**src/rtl/alu_arbiter_pkg.sv**
```systemverilog
// Shared types for the two-port ALU arbiter: FSM states, ALU op codes,
// the registered-operation bundle and the round-robin grant helper.
package alu_arb_pkg;

    localparam int NREQ = 2;
    localparam int XLEN = 32;

    typedef enum logic [1:0] {
        S_IDLE = 2'd0,
        S_EXEC = 2'd1,
        S_RESP = 2'd2
    } state_e;

    typedef enum logic [3:0] {
        ALU_ADD  = 4'h0,
        ALU_SUB  = 4'h1,
        ALU_SLL  = 4'h2,
        ALU_SLT  = 4'h3,
        ALU_SLTU = 4'h4,
        ALU_XOR  = 4'h5,
        ALU_SR   = 4'h6,
        ALU_OR   = 4'h7,
        ALU_AND  = 4'h8
    } alu_op_e;

    typedef struct packed {
        logic [XLEN-1:0] src1;
        logic [XLEN-1:0] src2;
        logic [3:0]      ctrl;
        logic            ext;
        logic            addcom;
        logic            owner;
    } alu_req_t;

    // A lone requester wins; on contention the one not served last wins.
    function automatic logic [NREQ-1:0] rr_grant(
        input logic [NREQ-1:0] valid,
        input logic            last
    );
        logic [NREQ-1:0] g;
        if (valid == 2'b11) begin
            g = last ? 2'b01 : 2'b10;
        end else begin
            g = valid;
        end
        return g;
    endfunction

endpackage

```
**src/rtl/alu_arbiter_alu.sv**
```systemverilog
// Shared combinational ALU; addcom forces an add for immediate forms,
// ext selects arithmetic rather than logical right shift.
module alu
    import alu_arb_pkg::*;
(
    input  logic [XLEN-1:0] src1_i,
    input  logic [XLEN-1:0] src2_i,
    input  logic [3:0]      ctrl_i,
    input  logic            ext_i,
    input  logic            addcom_i,
    output logic [XLEN-1:0] res_o,
    output logic            zero_o
);

    logic [4:0]             shamt;
    logic signed [XLEN-1:0] s1;
    logic signed [XLEN-1:0] s2;

    assign shamt = src2_i[4:0];
    assign s1    = $signed(src1_i);
    assign s2    = $signed(src2_i);

    always_comb begin
        res_o = '0;
        if (addcom_i) begin
            res_o = src1_i + src2_i;
        end else begin
            case (ctrl_i)
                ALU_ADD:  res_o = src1_i + src2_i;
                ALU_SUB:  res_o = src1_i - src2_i;
                ALU_SLL:  res_o = src1_i << shamt;
                ALU_SLT:  res_o = {31'b0, s1 < s2};
                ALU_SLTU: res_o = {31'b0, src1_i < src2_i};
                ALU_XOR:  res_o = src1_i ^ src2_i;
                ALU_SR: begin
                    if (ext_i) begin
                        res_o = s1 >>> shamt;
                    end else begin
                        res_o = src1_i >> shamt;
                    end
                end
                ALU_OR:   res_o = src1_i | src2_i;
                ALU_AND:  res_o = src1_i & src2_i;
                default:  res_o = '0;
            endcase
        end
    end

    assign zero_o = (res_o == '0);

endmodule

```
**src/rtl/alu_arbiter.sv**
```systemverilog
// Two-requester round-robin front end for one shared ALU (IDLE/EXEC/RESP).
// ALU_ARB_FASTRSP_EN lets a new request be accepted while the response retires.
module alu_arbiter
    import alu_arb_pkg::*;
#(
    parameter int PRIO_INIT = 0
) (
    input  logic                 clk,
    input  logic                 rst_n,
    input  logic [NREQ-1:0]      req_valid,
    output logic [NREQ-1:0]      req_ready,
    input  logic [NREQ*XLEN-1:0] req_src1,
    input  logic [NREQ*XLEN-1:0] req_src2,
    input  logic [NREQ*4-1:0]    req_ctrl,
    input  logic [NREQ-1:0]      req_ext,
    input  logic [NREQ-1:0]      req_addcom,
    output logic [NREQ-1:0]      rsp_valid,
    input  logic [NREQ-1:0]      rsp_ready,
    output logic [XLEN-1:0]      rsp_data,
    output logic                 rsp_zero,
    output logic                 busy
);

    // Pointer holds the last granted index, so reset it to the other one.
    localparam logic PTR_RST = (PRIO_INIT == 0) ? 1'b1 : 1'b0;

    state_e          state_q, state_d;
    logic            ptr_q, ptr_d;
    alu_req_t        op_q, op_d;
    logic [XLEN-1:0] rsp_data_q, rsp_data_d;
    logic            rsp_zero_q, rsp_zero_d;

    logic [NREQ-1:0] gnt;
    logic            gnt_idx;
    logic [NREQ-1:0] rdy;
    logic [NREQ-1:0] vld;
    logic            accept;
    logic [XLEN-1:0] alu_res;
    logic            alu_zero;

    assign gnt     = rr_grant(req_valid, ptr_q);
    assign gnt_idx = gnt[1];

    alu u_alu (
        .src1_i   (op_q.src1),
        .src2_i   (op_q.src2),
        .ctrl_i   (op_q.ctrl),
        .ext_i    (op_q.ext),
        .addcom_i (op_q.addcom),
        .res_o    (alu_res),
        .zero_o   (alu_zero)
    );

    always_comb begin
        state_d    = state_q;
        ptr_d      = ptr_q;
        op_d       = op_q;
        rsp_data_d = rsp_data_q;
        rsp_zero_d = rsp_zero_q;
        rdy        = '0;
        vld        = '0;
        accept     = 1'b0;
        unique case (state_q)
            S_IDLE: begin
                rdy    = gnt;
                accept = |(req_valid & gnt);
                if (accept) begin
                    state_d = S_EXEC;
                end
            end
            S_EXEC: begin
                rsp_data_d = alu_res;
                rsp_zero_d = alu_zero;
                state_d    = S_RESP;
            end
            S_RESP: begin
                vld[op_q.owner] = 1'b1;
                if (rsp_ready[op_q.owner]) begin
`ifdef ALU_ARB_FASTRSP_EN
                    rdy     = gnt;
                    accept  = |(req_valid & gnt);
                    state_d = accept ? S_EXEC : S_IDLE;
`else
                    state_d = S_IDLE;
`endif
                end
            end
            default: begin
                state_d = S_IDLE;
            end
        endcase
        if (accept) begin
            ptr_d       = gnt_idx;
            op_d.owner  = gnt_idx;
            op_d.src1   = gnt_idx ? req_src1[63:32] : req_src1[31:0];
            op_d.src2   = gnt_idx ? req_src2[63:32] : req_src2[31:0];
            op_d.ctrl   = gnt_idx ? req_ctrl[7:4] : req_ctrl[3:0];
            op_d.ext    = req_ext[gnt_idx];
            op_d.addcom = req_addcom[gnt_idx];
        end
    end

    always_ff @(posedge clk or negedge rst_n) begin
        if (!rst_n) begin
            state_q    <= S_IDLE;
            ptr_q      <= PTR_RST;
            op_q       <= '0;
            rsp_data_q <= '0;
            rsp_zero_q <= 1'b0;
        end else begin
            state_q    <= state_d;
            ptr_q      <= ptr_d;
            op_q       <= op_d;
            rsp_data_q <= rsp_data_d;
            rsp_zero_q <= rsp_zero_d;
        end
    end

    // Grant is combinational from req_valid, so mask it while in reset.
    assign req_ready = rst_n ? rdy : '0;
    assign rsp_valid = vld;
    assign rsp_data  = rsp_data_q;
    assign rsp_zero  = rsp_zero_q;
    assign busy      = (state_q != S_IDLE);

endmodule
```
**config.mk**
```make
export PLATFORM = sky130hd
export DESIGN_NAME = alu_arbiter
export DESIGN_NICKNAME = d
export VERILOG_FILES = /design/src/rtl/alu_arbiter_pkg.sv /design/src/rtl/alu_arbiter_alu.sv /design/src/rtl/alu_arbiter.sv
export SDC_FILE = /design/constraint.sdc
export NUM_CORES = 1
export LEC_CHECK = 0
export ABC_AREA = 0
export BUFFER_PORTS_ARGS = -buffer_cell sky130_fd_sc_hd__buf_2
export CAP_MARGIN = 10
export CORE_MARGIN = 4
export CORE_UTILIZATION = 40
export DETAILED_ROUTE_END_ITERATION = 12
export PLACE_DENSITY = 0.55
export SETUP_SLACK_MARGIN = 0.1
export SLEW_MARGIN = 15
export SYNTH_ARGS = -nofsm -noshare
export SYNTH_HDL_FRONTEND = slang
export SYNTH_HIERARCHICAL = 1
export SYNTH_SLANG_ARGS = --single-unit
```
**constraint.sdc**
```tcl
create_clock -name clk -period 5.2 [get_ports clk]
set_clock_uncertainty 0.1 [all_clocks]
set_input_delay 0.26 -clock clk [delete_from_list [all_inputs] [get_ports clk]]
set_output_delay 0.26 -clock clk [all_outputs]
set_load 0.05 [all_outputs]
```
* After elaboration in Yosys (flattened, before gate mapping)
Index checks and enable logic that the tools add are counted.
** Storage, ports and cells
- Input port bits :: 146
- Flip-flop bits (word level) :: 107
** Operators by class
- Mux-type cells :: 23
- Eq/ne operators :: 13
- Reductions and logical operators :: 7
- Add/sub/neg operators :: 2
- Order comparisons :: 5
- Bitwise logic cells :: 4
- Shifts and indexed selects :: 3
** Operators by type and width (number)
- $pmux W32 S9 :: 1
- $mux W32 :: 4
- $lt A32 B32 Y1 :: 2
- $add A32 B32 Y32 :: 1
- $and A32 B32 Y32 :: 1
- $logic_not A32 Y1 :: 1
- $or A32 B32 Y32 :: 1
- $shl A32 B5 Y32 :: 1
- $shr A32 B5 Y32 :: 1
- $sshr A32 B5 Y32 :: 1
- $sub A32 B32 Y32 :: 1
- $xor A32 B32 Y32 :: 1
- $eq A4 B3 Y1 const B :: 4
- $mux W2 :: 7
- $eq A4 B2 Y1 const B :: 2
- $mux W1 :: 8
- $pmux W2 S3 :: 1
- $eq A2 B2 Y1 const B :: 2
- $eq A4 B1 Y1 const B :: 1
- $eq A4 B4 Y1 const B :: 1
- $logic_not A4 Y1 :: 1
- $lt A1 B2 Y1 const B :: 2
- $mux W4 :: 1
- $ne A2 B2 Y1 const B :: 2
- 9 further kinds :: 9

* Depth between registers and ports, before layout
- Depth in word-level cells :: 6
- Gate-level depth with buffers :: 20

* Hierarchy
The synthesis kept the hierarchy.
** By module, submodules not included
- alu :: cells an instance 1481, area an instance 10249.8 µm², instances 1, sequential area each 0.0 µm²
- alu_arbiter :: cells an instance 319, area an instance 5439.0 µm², instances 1, sequential area each 2678.8 µm²

* Worst setup path before layout
OpenSTA, ideal clock, no wires.
- Path kind :: reg2reg
- From :: reg op_q[10] (netlist name)
- To :: reg rsp_zero_q (netlist: rsp_zero)
- Library setup time :: 0.067 ns
- Stages on the path, launching flop included :: 18
- Arrival time :: 4.257 ns
- Data required time :: 5.033 ns
- Setup slack :: 0.776 ns
- Period minus slack after synthesis :: 4.424 ns
- Buffers on the path :: 4
- Cell sequence :: dfrtp_1 > inv_1 > clkbuf_1 > buf_1 > clkbuf_1 > ha_1 > buf_2 > and3_1 > a221o_1 > xnor2_1 > nor2_1 > o41ai_2 > or3b_1 > or4b_1 > and4bb_1 > nand4_1 > nor2_1 > mux2_2
** On the way
- Cells in the longest elaborated chain, start to end :: 5
- Elaborated cells between the ends (all ways) :: 14
** RTL lines
- from (decl) :: line alu_arbiter.sv:29 : alu_req_t op_q, op_d;
- from (signal assigned) :: line alu_arbiter.sv:113 : op_q <= op_d;
- branches (longest 3 deep; another with $sub A32 B32 Y32)
- $mux W32 * :: line alu_arbiter_alu.sv:25 : if (addcom_i) begin
- $logic_not A32 Y1 * :: line alu_arbiter_alu.sv:49 : assign zero_o = (res_o == '0);
- named net alu_zero :: line alu_arbiter.sv:39 : logic alu_zero;
- to (signal assigned) :: line alu_arbiter.sv:115 : rsp_zero_q <= rsp_zero_d;
- to (decl) :: line alu_arbiter.sv:31 : logic rsp_zero_q, rsp_zero_d;
Mark *: on every way through the listed nets, which the timed path passes.
A chain may end at the register's enable or synchronous reset.

* Worst setup path in the final report
- From :: reg op_q[7] (netlist name)
- To :: reg rsp_zero_q (netlist: rsp_zero)
** On the way
- Cells in the longest elaborated chain, start to end :: 5
- Elaborated cells between the ends (all ways) :: 14
** RTL lines
- branches (longest 3 deep; another with $sub A32 B32 Y32)
- $mux W32 * :: line alu_arbiter_alu.sv:25
- named net alu_res[26] :: line alu_arbiter.sv:38 : logic [XLEN-1:0] alu_res;
- $logic_not A32 Y1 * :: line alu_arbiter_alu.sv:49
- named net alu_zero :: line alu_arbiter.sv:39
Marked as above.

==> flow_summary.ini <==
[outcome]
status = completed

[clock_network]
cts-hold-fix-buffers = 1
cts_sinks = 107
cts_setup_buffers = 0
clkTransAtPathRegs_ns = 0.08
worst_skew_pair.late_latency_ns = 0.41
cts_tree = built
cts_resized = 0
clockBufferDepth = 2
root_buffer = clkbuf_16
numCtsBuffers = 9
htree_levels = 3

[worst_setup_path]
cp_common_cell = a221o_1
critPathRequiredTime_ns = 5.44
end_kind = flip-flop
path_cells = buf_12, ha_1, fa_1, a21o_1, a221oi_2, o22ai_1, nor4_1, o31ai_1, a221o_1, a221o_1, nor3_1, nand4_1, nor2_1, mux2_2
crit_fanout = 42
cp-start-kind = flip-flop
path_class = reg -> reg
arrival_ns = 4.99
max_stage_delay_ns = 0.58
slowest_stage = nor4_1

[layout]
layout.nets = 2210
multi_input_area_sq_um = 11900
fill_cells = 3927
register_area_sq_um = 2690
drive_gt1_frac = 0.306
area_delta_synth_final_pct = 13.2

[synth]
async_reset_ff_frac = 1.00
ys.warnings.count = 6
yosys.area.top_type = dfrtp_1
netlist_area_sq_um = 15700
synth_edf_count = 0
syn_avg_cell_area_sq_um = 8.72
synth_seq_area_share = 0.171
synth_ff_type = dfrtp_1
synth-seq-cells = 107
yosysMostFrequentCell = nor2_1
synth_top_area_share = 0.169
synth_common_cells = nor2_1 (146), nand2_1 (145), mux2_4 (137)
syn_inst = 1800
synth_area_leaders = dfrtp_1 (17%), mux2_4 (13%), ha_1 (7.7%)
synth_nets = 2045
synth_cell_types = 105

[placement]
routabilityCongestion = 1.01
port_buffers = 183
hpwl_um = 58000

[detailed_routing]
drt-total-wl_um = 74900
wire_per_inst_um = 30.1
drc = 0
drtIter0Drc = 2179
postRouteAntennaNets = 0
viasPerCell = 6.54
vias = 16300
drt_pre_antenna_iters = 6

[grt]
grt_use_met2 = 0.513
grt_max_degree = 73
gr-usage-met3 = 0.0722
busiest_layer = met2
grt_pass1_wl_um = 108000
grt_pass1_vias = 15600
grt_antenna_before_repair = 5
grt-ovfl-total = 0
grt_util_met1 = 0.492
grt_use_total = 0.345

[floorplanning]
pin_count = 184
die_h_um = 206
dieWidth_um = 206
fp-row-count = 72
core_sq_um = 38700
fp.dieArea_sq_um = 42500
initial_utilization = 0.405

[timing]
hold_viol = 0
fin_crit_ns = 4.74
timing.fmax_mhz = 211
period_share = 0.912
tns_ns = 0
drv_slew = 0
worst_slew_pin_slew_ns = 0.957
rsz0062_at_grt = false
setup_viol = 0
relSlewSlack = 0.358

[run]
maxCapViolCount = 0

[hold_path]
hold_path_class = in -> reg
[state kept, by name, indices dropped and copies added, names as in the netlist]
name and cells:
op_q 71, state_q 2, rsp_data 32, rsp_zero 1
ptr_q 1
[layout make-up]
class / count / share of cell area
Clock inverter: 5 / 0.00479
Timing Repair Buffer: 297 / 0.103
Antenna cell: 2 / 0.000282
Tap cell: 518 / 0.0365
Sequential cell: 107 / 0.151
Multi-Input combinational cell: 1452 / 0.670
Inverter: 98 / 0.0209
Clock buffer: 11 / 0.0137
[path summary, 6_finish.rpt]
check	from	slack (ns)	to	cells past startpoint
worst min register to register	rsp_data[9]$_DFFE_PN0N_	0.40	rsp_data[9]$_DFFE_PN0N_	1
worst min-delay path	rsp_ready[1]	0.07	state_q[1]$_DFFE_PN0P_	3
worst max register to register	op_q[7]$_DFFE_PN0P_	0.46	rsp_zero$_DFFE_PN0N_	14
worst max-delay path	op_q[7]$_DFFE_PN0P_	0.46	rsp_zero$_DFFE_PN0N_	14
max in group asynchronous	rst_n	3.61	op_q[9]$_DFFE_PN0P_	3
min in group asynchronous	rst_n	0.22	rsp_data[4]$_DFFE_PN0N_	2
[cell families after synthesis]
| logic type | count (synthesis) | share of synthesized area |
|---|---|---|
| AOI/OAI and AO/OA | 539 | 0.237 |
| DFF | 107 | 0.171 |
| muxes | 300 | 0.275 |
| and+or+nand+nor | 487 | 0.148 |
| xor gates and xnor gates | 27 | 0.0151 |
| buffers and inverters | 241 | 0.0747 |
| adders and majority gates | 99 | 0.0799 |
[layer usage]
| layer | routed length, um | share of wire |
|---|---|---|
| met4 | 2830 | 0.038 |
| met1 | 33100 | 0.44 |
| met2 | 31900 | 0.43 |
| met5 | 31 | 0.00041 |
| met3 | 7040 | 0.094 |
[layout by cell type (no fill, tap or decap), drive strengths merged, types with 24 or more instances in the layout]
cell type,count
dfrtp,106
nor2,146
o211ai,34
nor3,36
ha,97
inv,99
mux2i,50
nand2,146
a31oi,33
o22ai,31
a21o,24
buf,296
nand3,27
mux2,210
o21ai,105
mux4,40
a21oi,108
[worst max-delay path: cells and delay by family (launching register included)]
kind / cells / cell delay (ns)
AO/OA/AOI/OAI: 6 / 1.90
AND/OR/NAND/NOR: 4 / 1.16
adder cells (fa/ha/maj): 2 / 0.68
flip-flops: 1 / 0.49
buffers and inverters: 1 / 0.21
multiplexers: 1 / 0.14
[per-stage QoR]
step                       util  area (sq um)  setup slack [ns]  hold WS (ns)  cells
after global routing      0.458         17800             0.345        0.0751   2489
after global placement    0.449         17400             0.566         0.113   2471
final                     0.458         17800             0.455        0.0730   2490
after detailed placement  0.449         17400             0.528         0.114   2471
after floorplan               -         15700             0.776        -0.136   1800
after CTS                 0.458         17700             0.504        0.0583   2488
Power is left out: the tool's default activity adds up to more than one toggle a clock period on the data nets, which glitch-free logic cannot reach.
